--- config.mk ---
export PLATFORM = sky130hd
export DESIGN_NAME = tod_clock_counter
export DESIGN_NICKNAME = d
export VERILOG_FILES = /design/src/rtl/clock_pkg.sv /design/src/rtl/tod_prescaler.sv /design/src/rtl/tod_clock_counter.sv
export SDC_FILE = /design/constraint.sdc
export NUM_CORES = 1
export LEC_CHECK = 0
export CORE_MARGIN = 2
export CORE_UTILIZATION = 45
export CTS_CLUSTER_SIZE = 25
export DETAILED_ROUTE_END_ITERATION = 12
export PLACE_DENSITY_LB_ADDON = 0.12
export SYNTH_ARGS = -nofsm -noshare
export SYNTH_HDL_FRONTEND = slang
export SYNTH_HIERARCHICAL = 1
export SYNTH_SLANG_ARGS = --single-unit
--- constraint.sdc ---
create_clock -name Clk -period 7.7 [get_ports Clk]
set_clock_uncertainty 0.15 [all_clocks]
set_input_delay 1.54 -clock Clk [delete_from_list [all_inputs] [get_ports Clk]]
set_output_delay 1.54 -clock Clk [all_outputs]
set_load 0.02 [all_outputs]
--- src/rtl/clock_pkg.sv ---
// Shared widths, field limits and the 24h->12h display helper for the TOD counter.
// Latency: none (constants and a pure function).
// Backpressure: not applicable.
package clock_pkg;

    localparam int TW = 6;

    localparam logic [TW-1:0] SEC_MAX = TW'(59);
    localparam logic [TW-1:0] MIN_MAX = TW'(59);
    localparam logic [TW-1:0] HR_MAX  = TW'(23);
    localparam logic [TW-1:0] HR_NOON = TW'(12);

    // Returns {PM, H12}: midnight shows as 12, afternoon hours drop by 12.
    function automatic logic [TW:0] to_h12(input logic [TW-1:0] hr24);
        logic          pm;
        logic [TW-1:0] h12;
        pm = (hr24 >= HR_NOON);
        if (hr24 == '0) begin
            h12 = HR_NOON;
        end else if (hr24 > HR_NOON) begin
            h12 = hr24 - HR_NOON;
        end else begin
            h12 = hr24;
        end
        return {pm, h12};
    endfunction

endpackage

--- src/rtl/tod_prescaler.sv ---
// Divides enabled Clk cycles down to a one-per-second advance pulse.
// Latency: Adv is combinational from the counter; first pulse TICK_DIV enabled cycles after clear.
// Backpressure: none; En=0 freezes the count, Sync_Clr restarts it from 0.
module tod_prescaler #(
    parameter int TICK_DIV = 50_000_000
) (
    input  logic Clk,
    input  logic Clr_n,
    input  logic En,
    input  logic Sync_Clr,
    output logic Adv
);

    localparam int              PW   = (TICK_DIV > 1) ? $clog2(TICK_DIV) : 1;
    localparam logic [PW-1:0]   LAST = PW'(TICK_DIV - 1);

    logic [PW-1:0] r_pre;
    logic          w_last;

    assign w_last = (r_pre == LAST);
    assign Adv    = En && w_last;

    // Count enabled cycles; an accepted load realigns the second boundary.
    always_ff @(posedge Clk or negedge Clr_n) begin
        if (!Clr_n) begin
            r_pre <= '0;
        end else if (Sync_Clr) begin
            r_pre <= '0;
        end else if (En) begin
            if (w_last) begin
                r_pre <= '0;
            end else begin
                r_pre <= r_pre + 1'b1;
            end
        end
    end

endmodule

--- src/rtl/tod_clock_counter.sv ---
// Time-of-day counter (hh:mm:ss) with prescaler, validated load, 12/24h display, strobes; optional alarm under `ALARM_EN.
// Latency: strobes, Load_Err and Alarm are registered, high the cycle after the advancing/loading edge; H/PM mapping is combinational.
// Backpressure: none; En gates advance, Load always wins over a coincident advance.
module tod_clock_counter
    import clock_pkg::*;
#(
    parameter int TICK_DIV = 50_000_000
) (
    input  logic          Clk,
    input  logic          Clr_n,
    input  logic          En,
    input  logic          Load,
    input  logic [TW-1:0] Ld_H,
    input  logic [TW-1:0] Ld_M,
    input  logic [TW-1:0] Ld_S,
    input  logic          Mode12,
    input  logic          Al_Set,
    input  logic [TW-1:0] Al_H,
    input  logic [TW-1:0] Al_M,
    input  logic          Al_On,
    input  logic          Alarm_Clr,
    output logic [TW-1:0] H,
    output logic [TW-1:0] M,
    output logic [TW-1:0] S,
    output logic          PM,
    output logic          Sec_Tick,
    output logic          Min_Tick,
    output logic          Day_Tick,
    output logic          Load_Err,
    output logic          Alarm
);

    logic [TW-1:0] r_hr;
    logic [TW-1:0] r_min;
    logic [TW-1:0] r_sec;
    logic          r_sec_tick;
    logic          r_min_tick;
    logic          r_day_tick;
    logic          r_load_err;

    logic          w_adv;
    logic          w_ld_ok;
    logic          w_ld_bad;
    logic          w_adv_acc;
    logic          w_sec_wrap;
    logic          w_min_wrap;
    logic          w_hr_wrap;
    logic [TW-1:0] w_nxt_sec;
    logic [TW-1:0] w_nxt_min;
    logic [TW-1:0] w_nxt_hr;
    logic [TW:0]   w_h12;
    logic          w_al_bad;

    // An out-of-range load is dropped whole; only a fully legal load clears the prescaler.
    assign w_ld_ok   = Load && (Ld_H <= HR_MAX) && (Ld_M <= MIN_MAX) && (Ld_S <= SEC_MAX);
    assign w_ld_bad  = Load && !w_ld_ok;
    assign w_adv_acc = w_adv && !w_ld_ok;

    tod_prescaler #(
        .TICK_DIV (TICK_DIV)
    ) u_prescaler (
        .Clk      (Clk),
        .Clr_n    (Clr_n),
        .En       (En),
        .Sync_Clr (w_ld_ok),
        .Adv      (w_adv)
    );

    // Next time value, wrap tests on the current value so nothing out of range is ever stored.
    always_comb begin
        w_sec_wrap = (r_sec == SEC_MAX);
        w_min_wrap = (r_min == MIN_MAX);
        w_hr_wrap  = (r_hr  == HR_MAX);
        w_nxt_sec  = w_sec_wrap ? '0 : r_sec + 1'b1;
        w_nxt_min  = r_min;
        w_nxt_hr   = r_hr;
        if (w_sec_wrap) begin
            w_nxt_min = w_min_wrap ? '0 : r_min + 1'b1;
            if (w_min_wrap) begin
                w_nxt_hr = w_hr_wrap ? '0 : r_hr + 1'b1;
            end
        end
    end

    // Time registers: load has priority over the one-second advance.
    always_ff @(posedge Clk or negedge Clr_n) begin
        if (!Clr_n) begin
            r_hr  <= '0;
            r_min <= '0;
            r_sec <= '0;
        end else if (w_ld_ok) begin
            r_hr  <= Ld_H;
            r_min <= Ld_M;
            r_sec <= Ld_S;
        end else if (w_adv_acc) begin
            r_hr  <= w_nxt_hr;
            r_min <= w_nxt_min;
            r_sec <= w_nxt_sec;
        end
    end

    // Event strobes and the reject flag, aligned with the new time values.
    always_ff @(posedge Clk or negedge Clr_n) begin
        if (!Clr_n) begin
            r_sec_tick <= 1'b0;
            r_min_tick <= 1'b0;
            r_day_tick <= 1'b0;
            r_load_err <= 1'b0;
        end else begin
            r_sec_tick <= w_adv_acc;
            r_min_tick <= w_adv_acc && w_sec_wrap;
            r_day_tick <= w_adv_acc && w_sec_wrap && w_min_wrap && w_hr_wrap;
            r_load_err <= w_ld_bad || w_al_bad;
        end
    end

`ifdef ALARM_EN
    logic [TW-1:0] r_al_h;
    logic [TW-1:0] r_al_m;
    logic          r_alarm;
    logic          w_al_ok;
    logic          w_al_hit;

    assign w_al_ok  = Al_Set && (Al_H <= HR_MAX) && (Al_M <= MIN_MAX);
    assign w_al_bad = Al_Set && !w_al_ok;

    // Only a real advance can fire the alarm; landing on the time via Load does not.
    assign w_al_hit = w_adv_acc && Al_On && (w_nxt_hr == r_al_h) &&
                      (w_nxt_min == r_al_m) && (w_nxt_sec == '0);

    // Alarm time registers, updated only by a legal Al_Set.
    always_ff @(posedge Clk or negedge Clr_n) begin
        if (!Clr_n) begin
            r_al_h <= '0;
            r_al_m <= '0;
        end else if (w_al_ok) begin
            r_al_h <= Al_H;
            r_al_m <= Al_M;
        end
    end

    // Sticky alarm flag: a hit beats a coincident clear or disarm.
    always_ff @(posedge Clk or negedge Clr_n) begin
        if (!Clr_n) begin
            r_alarm <= 1'b0;
        end else if (w_al_hit) begin
            r_alarm <= 1'b1;
        end else if (Alarm_Clr || !Al_On) begin
            r_alarm <= 1'b0;
        end
    end

    assign Alarm = r_alarm;
`else
    logic w_alarm_unused;

    assign w_al_bad       = 1'b0;
    assign Alarm          = 1'b0;
    assign w_alarm_unused = ^{Al_Set, Al_H, Al_M, Al_On, Alarm_Clr};
`endif

    // Display mapping straight from registered state so a Mode12 flip shows immediately.
    assign w_h12    = to_h12(r_hr);
    assign H        = Mode12 ? w_h12[TW-1:0] : r_hr;
    assign PM       = w_h12[TW];
    assign M        = r_min;
    assign S        = r_sec;
    assign Sec_Tick = r_sec_tick;
    assign Min_Tick = r_min_tick;
    assign Day_Tick = r_day_tick;
    assign Load_Err = r_load_err;

endmodule
==> impl_results.md <==
- Mapped cell area: 3050 sq um
- Crit start category: primary input
- Routability congestion estimate from global placement: 0.868
- Share of layout cells above drive strength 1: 0.0510
- Worst EP required: 7.77 ns
- Maximum clock insertion buffer count: 2
- Hold Crit Depth: 2
- Post-Route WL: 7060 um
- Reg power frac: 0.479
- # setup viols final: 0
- Commonest cells in the synthesized netlist: dfrtp_1 (48), nor2_1 (34), nand2_1 (31), a21oi_1 (27)
- Crit path cell chain: clkdlybuf4s50_1 -> nor2b_1 -> nand4_2 -> inv_1 -> o21a_1 -> nand4_4 -> or4_1 -> a21oi_1
- Die ar.: about 7400 sq um
- Die width: 86.3 um
- Pin count of the biggest net entering global routing: 49
- All-Layer GR Usage: 0.191
- Worst slew pin tran: 1.05 ns
- CP Max Fanout: 35
- R2R cell count: 8
- Post-cts hold buffer count: 0
- Drt wl/cell: 15.0 um
- Top cells by area, synth: dfrtp_1 (39%), a21oi_1 (4.4%), nor2_1 (4.2%)
- Via count: 2783
- Final Hold Vio Count: 0
- Reg2reg end: r_hr[3]
- Hold WC Path Type: register to register
- # DRC: 0
- Nets@finish: 438
- Yosys warns: 6
- Worst Path Arrival: about 5 ns
- Sw Pwr: 220 uW
- Yosys top cell by area: dfrtp_1
- Worst-Skew Late Latency: 0.29 ns
- Chip height: between 80 and 90 um
- Seq/Total Area, Yosys: 0.394
- Gr ovfl total: 0
- RR Startpoint: u_prescaler/r_pre[0]
- Initial core utilization: 0.472
- Synth cell types: 56
- Max Clk Rate: 198 MHz
- Synth Register Bits: 48
- Fin Setup TNS: 0 ns
- Clock Tree Root: clkbuf_8
- Slowest stage delay, CP: 0.79 ns
- CP Capture Type: register
- Fillers: 619
- Cell total after placement: between 400 and 500
- Crit Path Class: primary input to register
- Switch share: 0.329
- First-pass GRT wire length: 11700 um
- RSZ-0062 raised after global routing: false
- Vias in the first global route: 2544
- Post-CTS Setup Repair Bufs: 0
- Detailed-placement wirelength estimate: 4950 um
- H-tree Lvls: 2
- Area Overhead vs Synth: 17.9%
- Core Area: 6460 sq um
- Inserted Clock Buffers: 5
- Hold_sp: u_prescaler/r_pre[25]
- Synth top area share: 0.394
- DRT Pass-1 Iters: 4
- Combinational cell fraction of total power: 0.281
- DR iter-0 viols: 115
- Pins Over Slew Limit: 0
- Worst IR drop on VDD: 0.0963 mV
- Input/output buffers: 45
- Worst-path clk slew: 0.08 ns
- Num ports: 62
- Crit path time final: between 5 and 6 ns
- Syn Nets: 397
- Synth Flop Type: dfrtp_1
- Hold EP: u_prescaler/r_pre[25]
- # diodes: 0
- Async S/R FF share, synth: 1.00
- CTS sink count: 48
- PostCTS Resize Cnt: 0
- Syn Inst Count: 351
- Max-cap violations: 0
- Vias/cell: approximately 6
- Initial antenna violation count: 0
- Static leakage: 0.00147 uW
- Status: completed
- Rows: 29
- Pwr per Cell Area: 186 nW/um^2
- Internal cell power: 449 uW
- Clock network power share: 0.240
- Number of flops mapped to enable cells by yosys: 0
- WP buf/inv: 2
- Antenna-violating nets left: 0
- Most frequent cell after synthesis: dfrtp_1
- Period utilisation layout: 0.656
- Slew headroom: 0.295
- Syn avg cell area: 8.68 sq um
- Non-Filler Instances: 469
- CP max-delay cell: inv_1
- Cell family with most CP delay: simple AND/OR/NAND/NOR gates
- R2R setup slack: ~4.8 ns
- CTS tree: built
==> worst reg2reg max path: stages, from the launching register on <==
cell and delay [ns]:
dfrtp_1 0.46, ha_1 0.33, nand2_1 0.13, nor4_1 0.33, buf_4 0.24, and3b_4 0.23, nand4_2 0.26, or4_1 0.54
a31oi_1 0.19
==> cell families (layout without fill, tap and decap cells) <==
group	after synthesis	after routing	synth area share
buffers and inverters	29	70	0.0554
other	1	1	0.00123
adders and majority gates	8	8	0.0329
muxes	1	1	0.00329
xor gates and xnor gates	8	8	0.0230
and+or+nand+nor	175	175	0.324
DFF	48	48	0.394
AOI/OAI and AO/OA	81	81	0.166
==> routing by layer <==
layer,share of wire,global-route usage,vias up
li1,-,-,1393
met1,0.49,0.273,1322
met2,0.46,0.302,64
met3,0.047,0.0410,4
met4,0.0043,0.0398,0
met5,0,0,-
==> power by group through the flow <==
stage          combinational (uW)  sequential (uW)  clock [uW]
2_1_floorplan                 101              330           0
3_3_place_gp                  185              323           0
3_5_place_dp                  189              325           0
4_1_cts                       190              319         169
5_1_grt                       208              326         177
6_report                      188              321         161
==> layout by cell type (no fill, tap or decap), types with 2 or more instances in the layout <==
cell / n
a21oi_1: 27
a22oi_1: 2
a31oi_1: 11
and2_1: 4
and3_1: 8
and4_1: 5
buf_4: 2
clkbuf_8: 7
clkdlybuf4s50_1: 44
dfrtp_1: 48
ha_1: 8
inv_1: 16
nand2_1: 31
nand2b_1: 2
nand3_1: 19
nand3b_1: 4
nand4_1: 19
nand4_2: 2
nor2_1: 34
nor2b_1: 5
nor3_1: 4
nor3b_1: 2
nor4_1: 5
o21ai_0: 16
o31ai_1: 10
o32ai_1: 2
or3_1: 10
or4_1: 12
xnor2_1: 2
xor2_1: 6
==> metrics by stage <==
step                power [uW]  hold slack [ns]  area (sq um)  worst slack (ns)   util
finish                     669            0.427          3590              2.65  0.556
global route               711            0.450          3590              2.27  0.556
CTS                        678            0.428          3590              2.65  0.556
detailed placement         513            0.414          3490              2.34  0.541
global placement           508            0.402          3490              2.37  0.541
floorplan                  431            0.373          3050              3.64      -
==> final cells by class <==
class / count / area (sq um) / area share
Multi-Input combinational cell: 274 / 1680 / 0.467
Inverter: 16 / 60.1 / 0.0167
Timing Repair Buffer: 47 / 460 / 0.128
Sequential cell: 48 / 1200 / 0.334
Tap cell: 77 / 96.3 / 0.0268
Clock buffer: 7 / 96.3 / 0.0268
==> worst max path at each step <==
stage | from | end | slack, ns | cells past startpoint
finish | Load | u_prescaler/r_pre[19] | 2.65 | 8
global route | Load | u_prescaler/r_pre[19] | 2.27 | 8
CTS | Load | u_prescaler/r_pre[23] | 2.65 | 8
detailed placement | Load | u_prescaler/r_pre[23] | 2.34 | 8
global placement | Load | u_prescaler/r_pre[25] | 2.37 | 8
floorplan | Mode12 | H[5] | 3.64 | 4
==> flip-flops by register name, indices dropped and copies added, names as in the netlist <==
name,count
Day_Tick,1
Load_Err,1
M,6
Min_Tick,1
S,6
Sec_Tick,1
r_hr,6
u_prescaler/r_pre,26
Power figures use the tool's default switching activity.
